### src/rtl/ahb_slave_if_gen2_if.sv
// AHB slave-side bus plus downstream request/response channel of the AHB-to-APB bridge front end.
// The slave modport is the bridge; the master modport is whatever drives AHB and consumes requests.
interface ahb_slave_if_gen2_if #(
    parameter int DATA_W  = 32,
    parameter int NUM_SLV = 3
);
    logic              Hwrite;
    logic              Hreadyin;
    logic [1:0]        Htrans;
    logic [31:0]       Haddr;
    logic [DATA_W-1:0] Hwdata;
    logic              Hreadyout;
    logic [1:0]        Hresp;
    logic [DATA_W-1:0] Hrdata;

    logic               req_valid;
    logic               req_ready;
    logic               req_write;
    logic [31:0]        req_addr;
    logic [DATA_W-1:0]  req_wdata;
    logic [NUM_SLV-1:0] req_sel;
    logic               rsp_valid;
    logic [DATA_W-1:0]  rsp_rdata;

    modport slave (
        input  Hwrite, Hreadyin, Htrans, Haddr, Hwdata, req_ready, rsp_valid, rsp_rdata,
        output Hreadyout, Hresp, Hrdata, req_valid, req_write, req_addr, req_wdata, req_sel
    );

    modport master (
        output Hwrite, Hreadyin, Htrans, Haddr, Hwdata, req_ready, rsp_valid, rsp_rdata,
        input  Hreadyout, Hresp, Hrdata, req_valid, req_write, req_addr, req_wdata, req_sel
    );
endinterface

### src/rtl/ahb_slave_if_gen2.sv
// AHB slave decoding NUM_SLV regions into a posted request queue; writes complete zero-wait unless the queue is full.
// Reads stall until the queue drains ahead of them and rsp_valid returns data; a full queue adds AHB wait states.
module ahb_slave_if_gen2 #(
    parameter int          NUM_SLV     = 3,
    parameter logic [31:0] BASE_ADDR   = 32'h8000_0000,
    parameter int          REGION_LOG2 = 26,
    parameter int          DATA_W      = 32,
    parameter int          FIFO_DEPTH  = 4
) (
    input  logic               Hclk,
    input  logic               Hresetn,
    ahb_slave_if_gen2_if.slave bus
);
    localparam int PTR_W = $clog2(FIFO_DEPTH);
    localparam int CNT_W = $clog2(FIFO_DEPTH + 1);

    typedef struct packed {
        logic [31:0]        addr;
        logic [DATA_W-1:0]  wdata;
        logic [NUM_SLV-1:0] sel;
        logic               write;
    } req_t;

    typedef enum logic [2:0] {IDLE, WDATA, RD_Q, RD_W, RD_DONE, ERR1, ERR2} state_t;

    state_t             state;
    logic [31:0]        addr_q;
    logic [NUM_SLV-1:0] sel_q;
    logic [DATA_W-1:0]  rdata_q;

    req_t               mem [FIFO_DEPTH];
    logic [PTR_W-1:0]   wr_ptr, rd_ptr;
    logic [CNT_W-1:0]   count;
    logic               full, empty, push, pop;
    req_t               push_dat, head;

    logic [31:0]        off, idx;
    logic               mapped, xfer, accept;
    logic [NUM_SLV-1:0] sel_d;

    always_comb begin
        off    = bus.Haddr - BASE_ADDR;
        idx    = off >> REGION_LOG2;
        mapped = (bus.Haddr >= BASE_ADDR) && (idx < 32'(NUM_SLV));
        sel_d  = '0;
        for (int i = 0; i < NUM_SLV; i++) begin
            sel_d[i] = mapped && (idx == 32'(i));
        end
    end

    assign xfer  = bus.Hreadyin && (bus.Htrans == 2'b10 || bus.Htrans == 2'b11);
    assign full  = (count == CNT_W'(FIFO_DEPTH));
    assign empty = (count == '0);
    assign pop   = !empty && bus.req_ready;
    assign push  = (state == WDATA || state == RD_Q) && !full;

    // A stalled write data phase is not an address-accepting cycle: the master is held by Hreadyout=0.
    assign accept = (state == IDLE) || (state == RD_DONE) || (state == ERR2) ||
                    (state == WDATA && !full);

    always_comb begin
        push_dat.addr  = addr_q;
        push_dat.wdata = (state == WDATA) ? bus.Hwdata : '0;
        push_dat.sel   = sel_q;
        push_dat.write = (state == WDATA);
    end

    always_ff @(posedge Hclk) begin
        if (push) mem[wr_ptr] <= push_dat;
    end

    always_ff @(posedge Hclk or negedge Hresetn) begin
        if (!Hresetn) begin
            wr_ptr <= '0;
            rd_ptr <= '0;
            count  <= '0;
        end else begin
            if (push) wr_ptr <= wr_ptr + PTR_W'(1);
            if (pop)  rd_ptr <= rd_ptr + PTR_W'(1);
            case ({push, pop})
                2'b10:   count <= count + CNT_W'(1);
                2'b01:   count <= count - CNT_W'(1);
                default: count <= count;
            endcase
        end
    end

    always_ff @(posedge Hclk or negedge Hresetn) begin
        if (!Hresetn) begin
            state   <= IDLE;
            addr_q  <= '0;
            sel_q   <= '0;
            rdata_q <= '0;
        end else if (accept) begin
            if (xfer) begin
                addr_q <= bus.Haddr;
                sel_q  <= sel_d;
                if (!mapped)         state <= ERR1;
                else if (bus.Hwrite) state <= WDATA;
                else                 state <= RD_Q;
            end else begin
                state <= IDLE;
            end
        end else begin
            case (state)
                RD_Q: if (!full) state <= RD_W;
                RD_W: if (bus.rsp_valid) begin
                    rdata_q <= bus.rsp_rdata;
                    state   <= RD_DONE;
                end
                ERR1:    state <= ERR2;
                default: state <= state;
            endcase
        end
    end

    always_comb begin
        case (state)
            WDATA:       bus.Hreadyout = !full;
            RD_Q, RD_W:  bus.Hreadyout = 1'b0;
            ERR1:        bus.Hreadyout = 1'b0;
            default:     bus.Hreadyout = 1'b1;
        endcase
    end

    assign bus.Hresp  = (state == ERR1 || state == ERR2) ? 2'b01 : 2'b00;
    assign bus.Hrdata = rdata_q;

    // Head fields are forced to zero when empty so stale entries never appear downstream.
    assign head          = mem[rd_ptr];
    assign bus.req_valid = !empty;
    assign bus.req_write = empty ? 1'b0 : head.write;
    assign bus.req_addr  = empty ? '0 : head.addr;
    assign bus.req_wdata = empty ? '0 : head.wdata;
    assign bus.req_sel   = empty ? '0 : head.sel;
endmodule
### src/flat_wrapper.sv
// flat-port wrapper written by rule: the top's interface ports become plain ports
module ahb_slave_if_gen2_flat 
#(
    parameter int          NUM_SLV     = 3,
    parameter logic [31:0] BASE_ADDR   = 32'h8000_0000,
    parameter int          REGION_LOG2 = 26,
    parameter int          DATA_W      = 32,
    parameter int          FIFO_DEPTH  = 4
)
  (Hclk, Hresetn, bus_Hwrite, bus_Hreadyin, bus_Htrans, bus_Haddr, bus_Hwdata, bus_req_ready, bus_rsp_valid, bus_rsp_rdata, bus_Hreadyout, bus_Hresp, bus_Hrdata, bus_req_valid, bus_req_write, bus_req_addr, bus_req_wdata, bus_req_sel);
  ahb_slave_if_gen2_if #(.DATA_W(DATA_W), .NUM_SLV(NUM_SLV)) bus_i ();
  input  logic Hclk;
  input  logic Hresetn;
  input wire logic [$bits(bus_i.Hwrite)-1:0] bus_Hwrite;
  input wire logic [$bits(bus_i.Hreadyin)-1:0] bus_Hreadyin;
  input wire logic [$bits(bus_i.Htrans)-1:0] bus_Htrans;
  input wire logic [$bits(bus_i.Haddr)-1:0] bus_Haddr;
  input wire logic [$bits(bus_i.Hwdata)-1:0] bus_Hwdata;
  input wire logic [$bits(bus_i.req_ready)-1:0] bus_req_ready;
  input wire logic [$bits(bus_i.rsp_valid)-1:0] bus_rsp_valid;
  input wire logic [$bits(bus_i.rsp_rdata)-1:0] bus_rsp_rdata;
  output wire logic [$bits(bus_i.Hreadyout)-1:0] bus_Hreadyout;
  output wire logic [$bits(bus_i.Hresp)-1:0] bus_Hresp;
  output wire logic [$bits(bus_i.Hrdata)-1:0] bus_Hrdata;
  output wire logic [$bits(bus_i.req_valid)-1:0] bus_req_valid;
  output wire logic [$bits(bus_i.req_write)-1:0] bus_req_write;
  output wire logic [$bits(bus_i.req_addr)-1:0] bus_req_addr;
  output wire logic [$bits(bus_i.req_wdata)-1:0] bus_req_wdata;
  output wire logic [$bits(bus_i.req_sel)-1:0] bus_req_sel;
  assign bus_i.Hwrite = bus_Hwrite;
  assign bus_i.Hreadyin = bus_Hreadyin;
  assign bus_i.Htrans = bus_Htrans;
  assign bus_i.Haddr = bus_Haddr;
  assign bus_i.Hwdata = bus_Hwdata;
  assign bus_i.req_ready = bus_req_ready;
  assign bus_i.rsp_valid = bus_rsp_valid;
  assign bus_i.rsp_rdata = bus_rsp_rdata;
  assign bus_Hreadyout = bus_i.Hreadyout;
  assign bus_Hresp = bus_i.Hresp;
  assign bus_Hrdata = bus_i.Hrdata;
  assign bus_req_valid = bus_i.req_valid;
  assign bus_req_write = bus_i.req_write;
  assign bus_req_addr = bus_i.req_addr;
  assign bus_req_wdata = bus_i.req_wdata;
  assign bus_req_sel = bus_i.req_sel;
  ahb_slave_if_gen2 #(.NUM_SLV(NUM_SLV), .BASE_ADDR(BASE_ADDR), .REGION_LOG2(REGION_LOG2), .DATA_W(DATA_W), .FIFO_DEPTH(FIFO_DEPTH)) u_core (.Hclk(Hclk), .Hresetn(Hresetn), .bus(bus_i));
endmodule
### config.mk
export PLATFORM = sky130hd
export DESIGN_NAME = ahb_slave_if_gen2_flat
export DESIGN_NICKNAME = d
export VERILOG_FILES = /design/src/rtl/ahb_slave_if_gen2_if.sv /design/src/rtl/ahb_slave_if_gen2.sv /design/src/flat_wrapper.sv
export SDC_FILE = /design/constraint.sdc
export NUM_CORES = 1
export LEC_CHECK = 0
export ABC_AREA = 1
export CAP_MARGIN = 5
export CORE_MARGIN = 2
export CORE_UTILIZATION = 30
export DETAILED_ROUTE_END_ITERATION = 12
export PLACE_DENSITY = 0.59
export SLEW_MARGIN = 0
export SYNTH_ARGS = -nofsm -noshare
export SYNTH_HDL_FRONTEND = slang
export SYNTH_SLANG_ARGS = --single-unit
export TNS_END_PERCENT = 20
### constraint.sdc
create_clock -name Hclk -period 5.7 [get_ports Hclk]
set_input_delay 1.14 -clock Hclk [delete_from_list [all_inputs] [get_ports Hclk]]
set_output_delay 1.14 -clock Hclk [all_outputs]
set_load 0.02 [all_outputs]
Word-level counts from Yosys, hierarchy flattened
Memories as Yosys holds them, arrays and structs flattened.
Cells that the tools add are included.
{"block": "word_totals", "ff_bits": 77, "mem_bits_rw": 272, "inputBits": 104, "out_inout_bits": 104, "elab_cells": 73, "n_memories": 1}
{"block": "classes", "add_sub_neg": 5, "magnitude_cmp": 2, "n_eq_ne": 15, "n_mux": 17, "bitwise_logic": 1, "n_reduce_logical": 25}
{"name": "u_core.mem", "depth": 4, "word_bits": 68, "rd": 1, "rd_clocked_by_memory_dff": 0, "write_ports": 1, "line_no": "ahb_slave_if_gen2.sv:31", "text": "req_t mem [FIFO_DEPTH];"}
{"operator": "32-bit two-way mux", "n": 3}
{"operator": "32-bit >= comparator (second input constant)", "n": 1}
{"operator": "32-bit logical NOT", "n": 1}
{"operator": "32-bit subtractor (second input constant)", "n": 1}
{"operator": "3-bit two-way mux", "n": 6}
{"operator": "3-bit equality test (second input constant)", "n": 4}
{"operator": "3-bit case mux with 3 select lines", "n": 1}
{"operator": "1-bit logical AND", "n": 8}
{"operator": "2-bit equality test (second input constant)", "n": 3}
{"operator": "3-bit by 2-bit equality test with 1-bit output (second input constant)", "n": 2}
{"operator": "6-bit by 1-bit equality test with 1-bit output (second input constant)", "n": 1}
{"operator": "6-bit by 2-bit equality test with 1-bit output (second input constant)", "n": 1}
{"operator": "3-bit logical NOT", "n": 2}
{"operator": "1-bit logical OR", "n": 6}
{"operator": "6-bit by 2-bit < comparator with 1-bit output (second input constant)", "n": 1}
{"operator": "3-bit case mux with 2 select lines", "n": 1}
{"operator": "3-bit AND reduction", "n": 2}
{"operator": "2-bit by 1-bit adder with 2-bit output (second input constant)", "n": 2}
{"operator": "1-bit two-way mux", "n": 4}
{"operator": "4-bit nonzero test", "n": 1}
{"operator": "3-bit by 1-bit adder with 3-bit output (second input constant)", "n": 1}
{"operator": "3-bit by 1-bit equality test with 1-bit output (second input constant)", "n": 1}
{"operator": "3-bit by 2-bit inequality test with 1-bit output (second input constant)", "n": 1}
{"operator": "3-bit inequality test (second input constant)", "n": 1}
{"operator": "9 further kinds", "n": 10}

Logic depth before layout (Yosys ltp)
Gate-level depths: netlist of the first run.
{"block": "logic_depth", "word_depth": 6, "mapped_depth": 10, "mapped_depth_nobuf": 10}

Least setup slack after synthesis of the first run
OpenSTA, ideal clock, no wires.
{"block": "synth_path", "kind": "register -> register", "startpoint": "register u_core.state[2]", "endpoint": "memory u_core.mem[0][0] (netlist name), enable pin", "setup_time_ps": 495, "arrival_ps": 3727, "t_required_ps": 5205, "path_slack_ps": 1478, "path_stages_with_launch": 6, "path_buffers": 0, "synth_period_minus_slack_ps": 4222, "cell_sequence": "dfrtp_1 > inv_1 > nand2_1 > nor2_1 > o21ai_2 > nor2_1"}
{"block": "synth_between", "elab_chain_len": 5, "elab_cells_between_ends": 6, "classes_between": "eq/ne: 2; mux: 2; reduce/logical: 2"}
{"item": "from (decl)", "line_no": "ahb_slave_if_gen2.sv:26", "text": "state_t state;"}
{"item": "from (signal assigned)", "line_no": "ahb_slave_if_gen2.sv:112", "text": "default: state <= state;"}
{"item": "3-bit by 1-bit equality test with 1-bit output / 3-bit by 2-bit equality test with 1-bit output (equally long branches)", "line_no": "ahb_slave_if_gen2.sv:55", "text": "assign push = (state == WDATA || state == RD_Q) && !full;"}
{"item": "1-bit logical OR (*)", "line_no": "ahb_slave_if_gen2.sv:55"}
{"item": "1-bit logical AND (*)", "line_no": "ahb_slave_if_gen2.sv:55"}
{"item": "1-bit two-way mux (*)", "line_no": "ahb_slave_if_gen2.sv:69", "text": "if (push) mem[wr_ptr] <= push_dat;"}
{"item": "1-bit two-way mux (implied by the code) (*)", "line_no": "ahb_slave_if_gen2.sv:69"}
{"item": "to (decl)", "line_no": "ahb_slave_if_gen2.sv:31"}
Mark *: on every way between the ends. The rest lies on a longest branch, timed or not.

Worst setup path after layout of the first run
{"block": "layout_path", "startpoint": "register u_core.rd_ptr[1]", "endpoint": "output bus_req_addr[10]"}
{"block": "layout_between", "elab_chain_len": 2}
{"item": "from (decl)", "line_no": "ahb_slave_if_gen2.sv:32", "text": "logic [PTR_W-1:0] wr_ptr, rd_ptr;"}
{"item": "from (signal assigned)", "line_no": "ahb_slave_if_gen2.sv:79", "text": "if (pop) rd_ptr <= rd_ptr + PTR_W'(1);"}
{"item": "memory 4 x 68 bit"}
{"item": "32-bit two-way mux", "line_no": "ahb_slave_if_gen2.sv:133", "text": "assign bus.req_addr = empty ? '0 : head.addr;"}
{"item": "to (decl)", "line_no": "flat_wrapper.sv:27", "text": "output wire logic [$bits(bus_i.req_addr)-1:0] bus_req_addr;"}
No other way between the ends.

==> out/metrics.yaml, run 1 <==
r2r-end: "u_core.mem[1][9]"
synth_seq_cells: 349
synth_common_cells: "nor2_1 (315), edfxtp_1 (272), o21ai_0 (142)"
reg2reg_slack_ns: 2.79
root_buffer: "clkbuf_16"
hold_end: "u_core.bus.Hrdata[29]"
pre_cts_ws_ns: 1.52
vias: 9188
maxCapViolCount: 0
grt_max_degree: 69
layout.nets: 1496
internal-power_mw: 5.32
final_util: 0.387
worstSetupStartpointType: "flop"
clkPwrFrac: 0.306
status: "completed"
fp.dieArea_um2: 48500
period_minus_slack_ns: 4.71
setup_viol: 0
rows: 79
dp_hpwl_um: 19500
synth_top_area_cell: "edfxtp_1"
ys_seq_area_frac: 0.720
rr_startpoint: "u_core.state[1]"
finalClockSkew_ns: 0.0198
netlist_area_um2: 14000
via_per_inst: 4.54
first_pass_iters: 5
cp_max_fo: 42
end_kind: "output port"
cts.path.max_buffers: 3
cts_tree: "done"
post_cts_resized: 0
cts_setup_buffers: 0
place_congestion: 0.715
die_w_um: 220
min_from: "u_core.bus.Hrdata[29]"
required_ns: 4.56
synthDistinctLibCells: 27
crit_arrival_ns: 3.57
ff2ff_path_depth: 6
max_freq_mhz: 212
switching_share: 0.342
area_growth_pct: 28.0
worstSetupPathType: "reg2out"
post-route-period-util: 0.826
clk_pin_slew_ns: 0.06
tns_ns: 0
hold_path_class: "reg2reg"
grt_pass1_vias: 9311
total_power_mw: 8.09
async_flop_share: 0.221
drt_drc_violations_left: 0
synth_edf_count: 272
htree_num_levels: 2
chipHeight_um: 220
finalMaxSlewViolations: 0
drive_gt1_frac: 0.0876
hold_buffers: 0
io-pin-count: 208
track_usage: 0.143
rsz0062_at_grt: "false"
synthCells: 1192
clkLatencyLatePin_ns: 0.54
leakagePower_nw: 6.50
switching_power_mw: 2.77
grt-ovfl-total: 0
tightest_slew_ns: 0.960
p_comb_frac: 0.343
portBuffers: 205
p_seq_frac: 0.351
yosys_warnings: 0
synthMostInstantiatedCell: "nor2_1"
syn_nets: 1302
antenna_found_initial: 1
yosysTopAreaCellShare: 0.582
hold_path_depth: 1
report.final.hold_viol_count: 0
cts-buffers-inserted: 39
drtIter0Drc: 610
avgSynthCellArea_um2: 11.8
wl_per_cell_um: 17.1
synth_ff_type: "edfxtp_1"
power_density_nw_per_um2: 450
clock-sinks: 349
num_antenna_cells: 0
totalWireLength_um: 34600
setup_ws_ns: 0.993
core-area_um2: 46400
peakVddDrop_uv: 253
start_util: 0.303
grt_pass1_wl_um: 52900
synth_area_leaders: "edfxtp_1 (58%), dfrtp_1 (14%), nor2_1 (8.4%)"
drtAntennaViolNets: 0
slew_headroom: 0.358
layer usage:
| metal | wire length, um | up-vias | global-route usage |
|---|---|---|---|
| li1 | - | 4466 | - |
| met1 | 15300 | 4382 | 0.182 |
| met2 | 15800 | 289 | 0.234 |
| met3 | 2870 | 49 | 0.0482 |
| met4 | 623 | 2 | 0.0374 |
| met5 | 10 | - | 0 |
state kept, by name, indices dropped and copies added, names as in the netlist:
name	cells
u_core.mem	272
u_core.count	3
u_core.bus.Hrdata	32
u_core.sel_q	3
u_core.wr_ptr	2
u_core.rd_ptr	2
u_core.state	3
u_core.addr_q	32
layout by cell type, fill, tap and decap left out, types with 4 or more instances in the layout:
cell               n
nor2_1           311
edfxtp_1         272
clkdlybuf4s50_1  204
o21ai_0          142
nand2_1           93
dfrtp_1           75
a21oi_1           70
inv_1             55
nand3_1           43
clkbuf_16         41
mux2_2            32
buf_4             16
clkinv_2           8
clkinv_1           8
nor2_4             5
ha_1               5
clkinvlp_4         4
cell families (layout without fill, tap and decap cells):
group / after synthesis / count (layout) / synth area share
AO/OA/AOI/OAI: 213 / 213 / 0.0763
XOR/XNOR: 5 / 5 / 0.00312
adder cells (fa/ha/maj): 6 / 6 / 0.00589
buffers and inverters: 126 / 349 / 0.0392
flip-flops: 349 / 349 / 0.720
multiplexers: 32 / 32 / 0.0257
other: 1 / 1 / 0.000267
AND/OR/NAND/NOR: 460 / 460 / 0.130
worst max path at each step:
stage | start | endpoint | slack [ns] | depth (start not counted)
floorplan | u_core.state[2] | u_core.mem[0][0] | 1.48 | 5
global placement | u_core.rd_ptr[1] | bus_req_addr[13] | 1.50 | 6
detailed placement | u_core.rd_ptr[1] | bus_req_addr[13] | 1.52 | 6
CTS | u_core.rd_ptr[1] | bus_req_addr[10] | 0.91 | 6
global route | u_core.rd_ptr[1] | bus_req_wdata[23] | 0.80 | 6
finish | u_core.rd_ptr[1] | bus_req_addr[10] | 0.99 | 6
final cells by class:
cell class	instances	area, um2
fillers	4454	28400
flip-flops and latches	349	10100
multi-input cells	717	3420
repair buffers	221	2180
clock buffers	46	1060
well taps	607	759
inverters	58	221
clock inverters	24	208
critical path: stages, from the launching register on:
cell and delay, ns:
dfrtp_4 0.65, clkinv_2 0.76, buf_4 0.50, nor2_1 0.12, o21ai_0 0.10, a21oi_1 0.22
clkdlybuf4s50_1 0.64
stage by stage:
| step | hold WS (ns) | area, um2 | std cells |
|---|---|---|---|
| CTS | 0.506 | 18000 | 2022 |
| detailed placement | 0.493 | 16700 | 1952 |
| global route | 0.525 | 18000 | 2022 |
| finish | 0.500 | 18000 | 2022 |
| global placement | 0.486 | 16700 | 1952 |
| floorplan | 0.476 | 14000 | 1192 |
power groups by stage:
stage          registers (mW)  clock network [mW]  logic (mW)
4_1_cts                  2.84                2.56        2.84
6_report                 2.84                2.47        2.78
2_1_floorplan            2.80                   0        1.61
3_5_place_dp             2.89                   0        2.83
3_3_place_gp             2.89                   0        2.79
5_1_grt                  2.84                2.66        3.06
No activity file was read; power rests on OpenSTA's default activity.
==> run 2: changes to the inputs <==
- PLACE_DENSITY: 0.59 -> 0.61
- clock period: 5.7 -> 3.9 ns (I/O delays scaled with it)
==> run 2 against run 1 <==
Wire length grew 1.2%. Final area is 1.7% higher. Via count increased by 1.8%. Clock power is 58% higher. Hold slack worse by 0.16 ns. Critical path type unchanged. Critical endpoint is now bus_req_wdata[17]. Largest power group is now combinational logic.
==> out/metrics.yaml, run 2 (synthesis gave the netlist of run 1 again) <==
mostFrequentLayoutCells: "nor2_1 (311), edfxtp_1 (272), clkdlybuf4s50_1 (203), o21ai_0 (142), nand2_1 (93)"
fill_cells: 4384  # -1.6%
mostFrequentLayoutCell: "nor2_1"
grt-ovfl-total: 0  # unchanged
tightest_slew_ns: 0.928  # -0.0324 ns
required_ns: 3.12  # -1.44 ns
clkLatencyLatePin_ns: 0.54  # about the same
period_minus_slack_ns: 3.69
chipHeight_um: 220  # unchanged
grt_pass1_vias: 9176  # -1.4%
num_antenna_cells: 0  # unchanged
antenna_found_initial: 1  # unchanged
largest_reg_flops: 272  # unchanged
end_kind: "output port"
core-area_um2: 46400  # unchanged
hold_path_class: "in2async"
grt_pass1_wl_um: 52800  # -0.31%
portBuffers: 205  # unchanged
drtAntennaViolNets: 0  # unchanged
wl_per_cell_um: 17.2  # +0.60%
slew_headroom: 0.379  # +0.0217
rsz0062_at_grt: "false"
layout.nets: 1508  # +0.80%
io-pin-count: 208  # unchanged
report.final.hold_viol_count: 0  # unchanged
total_power_mw: 12.3  # +52%
leakagePower_nw: 6.66  # +2.4%
track_usage: 0.144  # +0.000571
cts.path.max_buffers: 3  # unchanged
peakVddDrop_uv: 378  # +49%
cp_cell_sequence: "inv_4 -> buf_6 -> o21ai_0 -> a21oi_1 -> clkdlybuf4s50_1"
hold_buffers: 0  # unchanged
rows: 79  # unchanged
max_stage_delay_ns: 0.66  # -0.10 ns
grt_max_degree: 69  # unchanged
via_per_inst: 4.60  # +1.2%
vias: 9354  # +1.8%
totalWireLength_um: 35000  # +1.2%
post-route-period-util: 0.946
setup_viol: 0  # unchanged
crit_path_top_delay_cell: "clkdlybuf4s50_1"
die_w_um: 220  # unchanged
cp_max_fo: 44  # +4.8%
power_density_nw_per_um2: 673  # +49%
drive_gt1_frac: 0.0967  # +0.00907
drt_drc_violations_left: 0  # unchanged
cts_tree: "done"
maxCapViolCount: 0  # unchanged
fin_cells: 2034  # +0.59%
clock-sinks: 349  # unchanged
area_growth_pct: 30.2
status: "completed"
final_util: 0.394  # +0.00656
finalMaxSlewViolations: 0  # unchanged
root_buffer: "clkbuf_16"
worstSetupStartpointType: "flop"
place_congestion: 0.761  # +6.4%
htree_num_levels: 2  # unchanged
post-place-cells: 1963  # +0.56%
drtIter0Drc: 525  # -14%
worstSetupPathType: "reg2out"
largest-register: "u_core.mem"
max_freq_mhz: 271
fp.dieArea_um2: 48500  # unchanged
first_pass_iters: 5  # unchanged
cts-buffers-inserted: 39  # unchanged
crit_arrival_ns: 2.91  # -0.66 ns
clk_pin_slew_ns: 0.06  # about the same
dp_hpwl_um: 19900  # +2.2%
finalClockSkew_ns: 0.0219  # +0.00212 ns
start_util: 0.303  # unchanged
[run 2: cell count changes in the layout (fill, tap and decap cells not counted), sizes merged]
cell | before | now
bufinv | 3 | 8
clkinv | 18 | 15
clkinvlp | 4 | 1
clkdlybuf4s50 | 204 | 203
buf | 17 | 30
inv | 57 | 58
[run 2: critical path: cells and delay by family (launching register included)]
kind            cells  cell delay (ns)
buf+inv             3             1.28
compound gates      2             0.41
flops               1             0.65
[run 2: report_power, final]
| part | switching, mW | internal, mW |
|---|---|---|
| clock network | 1.45 | 2.45 |
| registers | 0.0873 | 4.00 |
| logic | 2.54 | 1.76 |
| total | 4.08 | 8.21 |
[run 2: worst paths after layout]
| kind | start | to | slack [ns] | cells after the start |
|---|---|---|---|---|
| worst max-delay path | u_core.rd_ptr[0] | bus_req_wdata[17] | 0.21 | 5 |
| worst min-delay path | Hresetn | u_core.bus.Hrdata[21] | 0.34 | 1 |
| worst max register to register | u_core.state[1] | u_core.addr_q[26] | 1.29 | 8 |
| worst min register to register | u_core.bus.Hrdata[19] | u_core.bus.Hrdata[19] | 0.50 | 1 |
| max in group asynchronous | Hresetn | u_core.bus.Hrdata[11] | 2.72 | 2 |
| min in group Hclk | u_core.bus.Hrdata[19] | u_core.bus.Hrdata[19] | 0.50 | 1 |
[run 2: layout make-up]
cell class              instances  area, um2  area share
well taps                     607        759      0.0416
clock buffers                  46       1040      0.0572
inverters                      58        221      0.0121
repair buffers                233       2380       0.131
multi-input cells             717       3420       0.187
flip-flops and latches        349      10100       0.553
clock inverters                24        329      0.0180
[run 2: stage by stage]
step           hold WS, ns  setup TNS, ns  setup slack (ns)  cell area (um2)
2_1_floorplan        0.476         -87.56            -0.322            14000
3_3_place_gp         0.487              0             0.528            16900
3_5_place_dp         0.496              0             0.543            16900
4_1_cts              0.347              0           0.00411            18200
5_1_grt              0.387              0            0.0375            18300
6_report             0.342              0             0.211            18300
[run 2: repair_timing]
action | 4_1_cts | 5_1_grt
resized for setup | 2 | 0
endpoints found under the setup margin | 12 | 16
buffers inserted | 0 | 1
pin swaps | 0 | 0
cloned | 0 | 0
[run 2: routing by layer]
layer	global-route usage	vias to the layer above	share of wire
met4	0.0331	2	0.017
li1	-	4492	-
met1	0.182	4541	0.43
met2	0.237	274	0.47
met3	0.0492	45	0.083
met5	0	-	0.00037
==> run 3: changes to the inputs <==
- GPL_ROUTABILITY_DRIVEN: unset -> 0
==> results of run 3 <==
Final layout, timing and power as in run 2 (identical DEF).
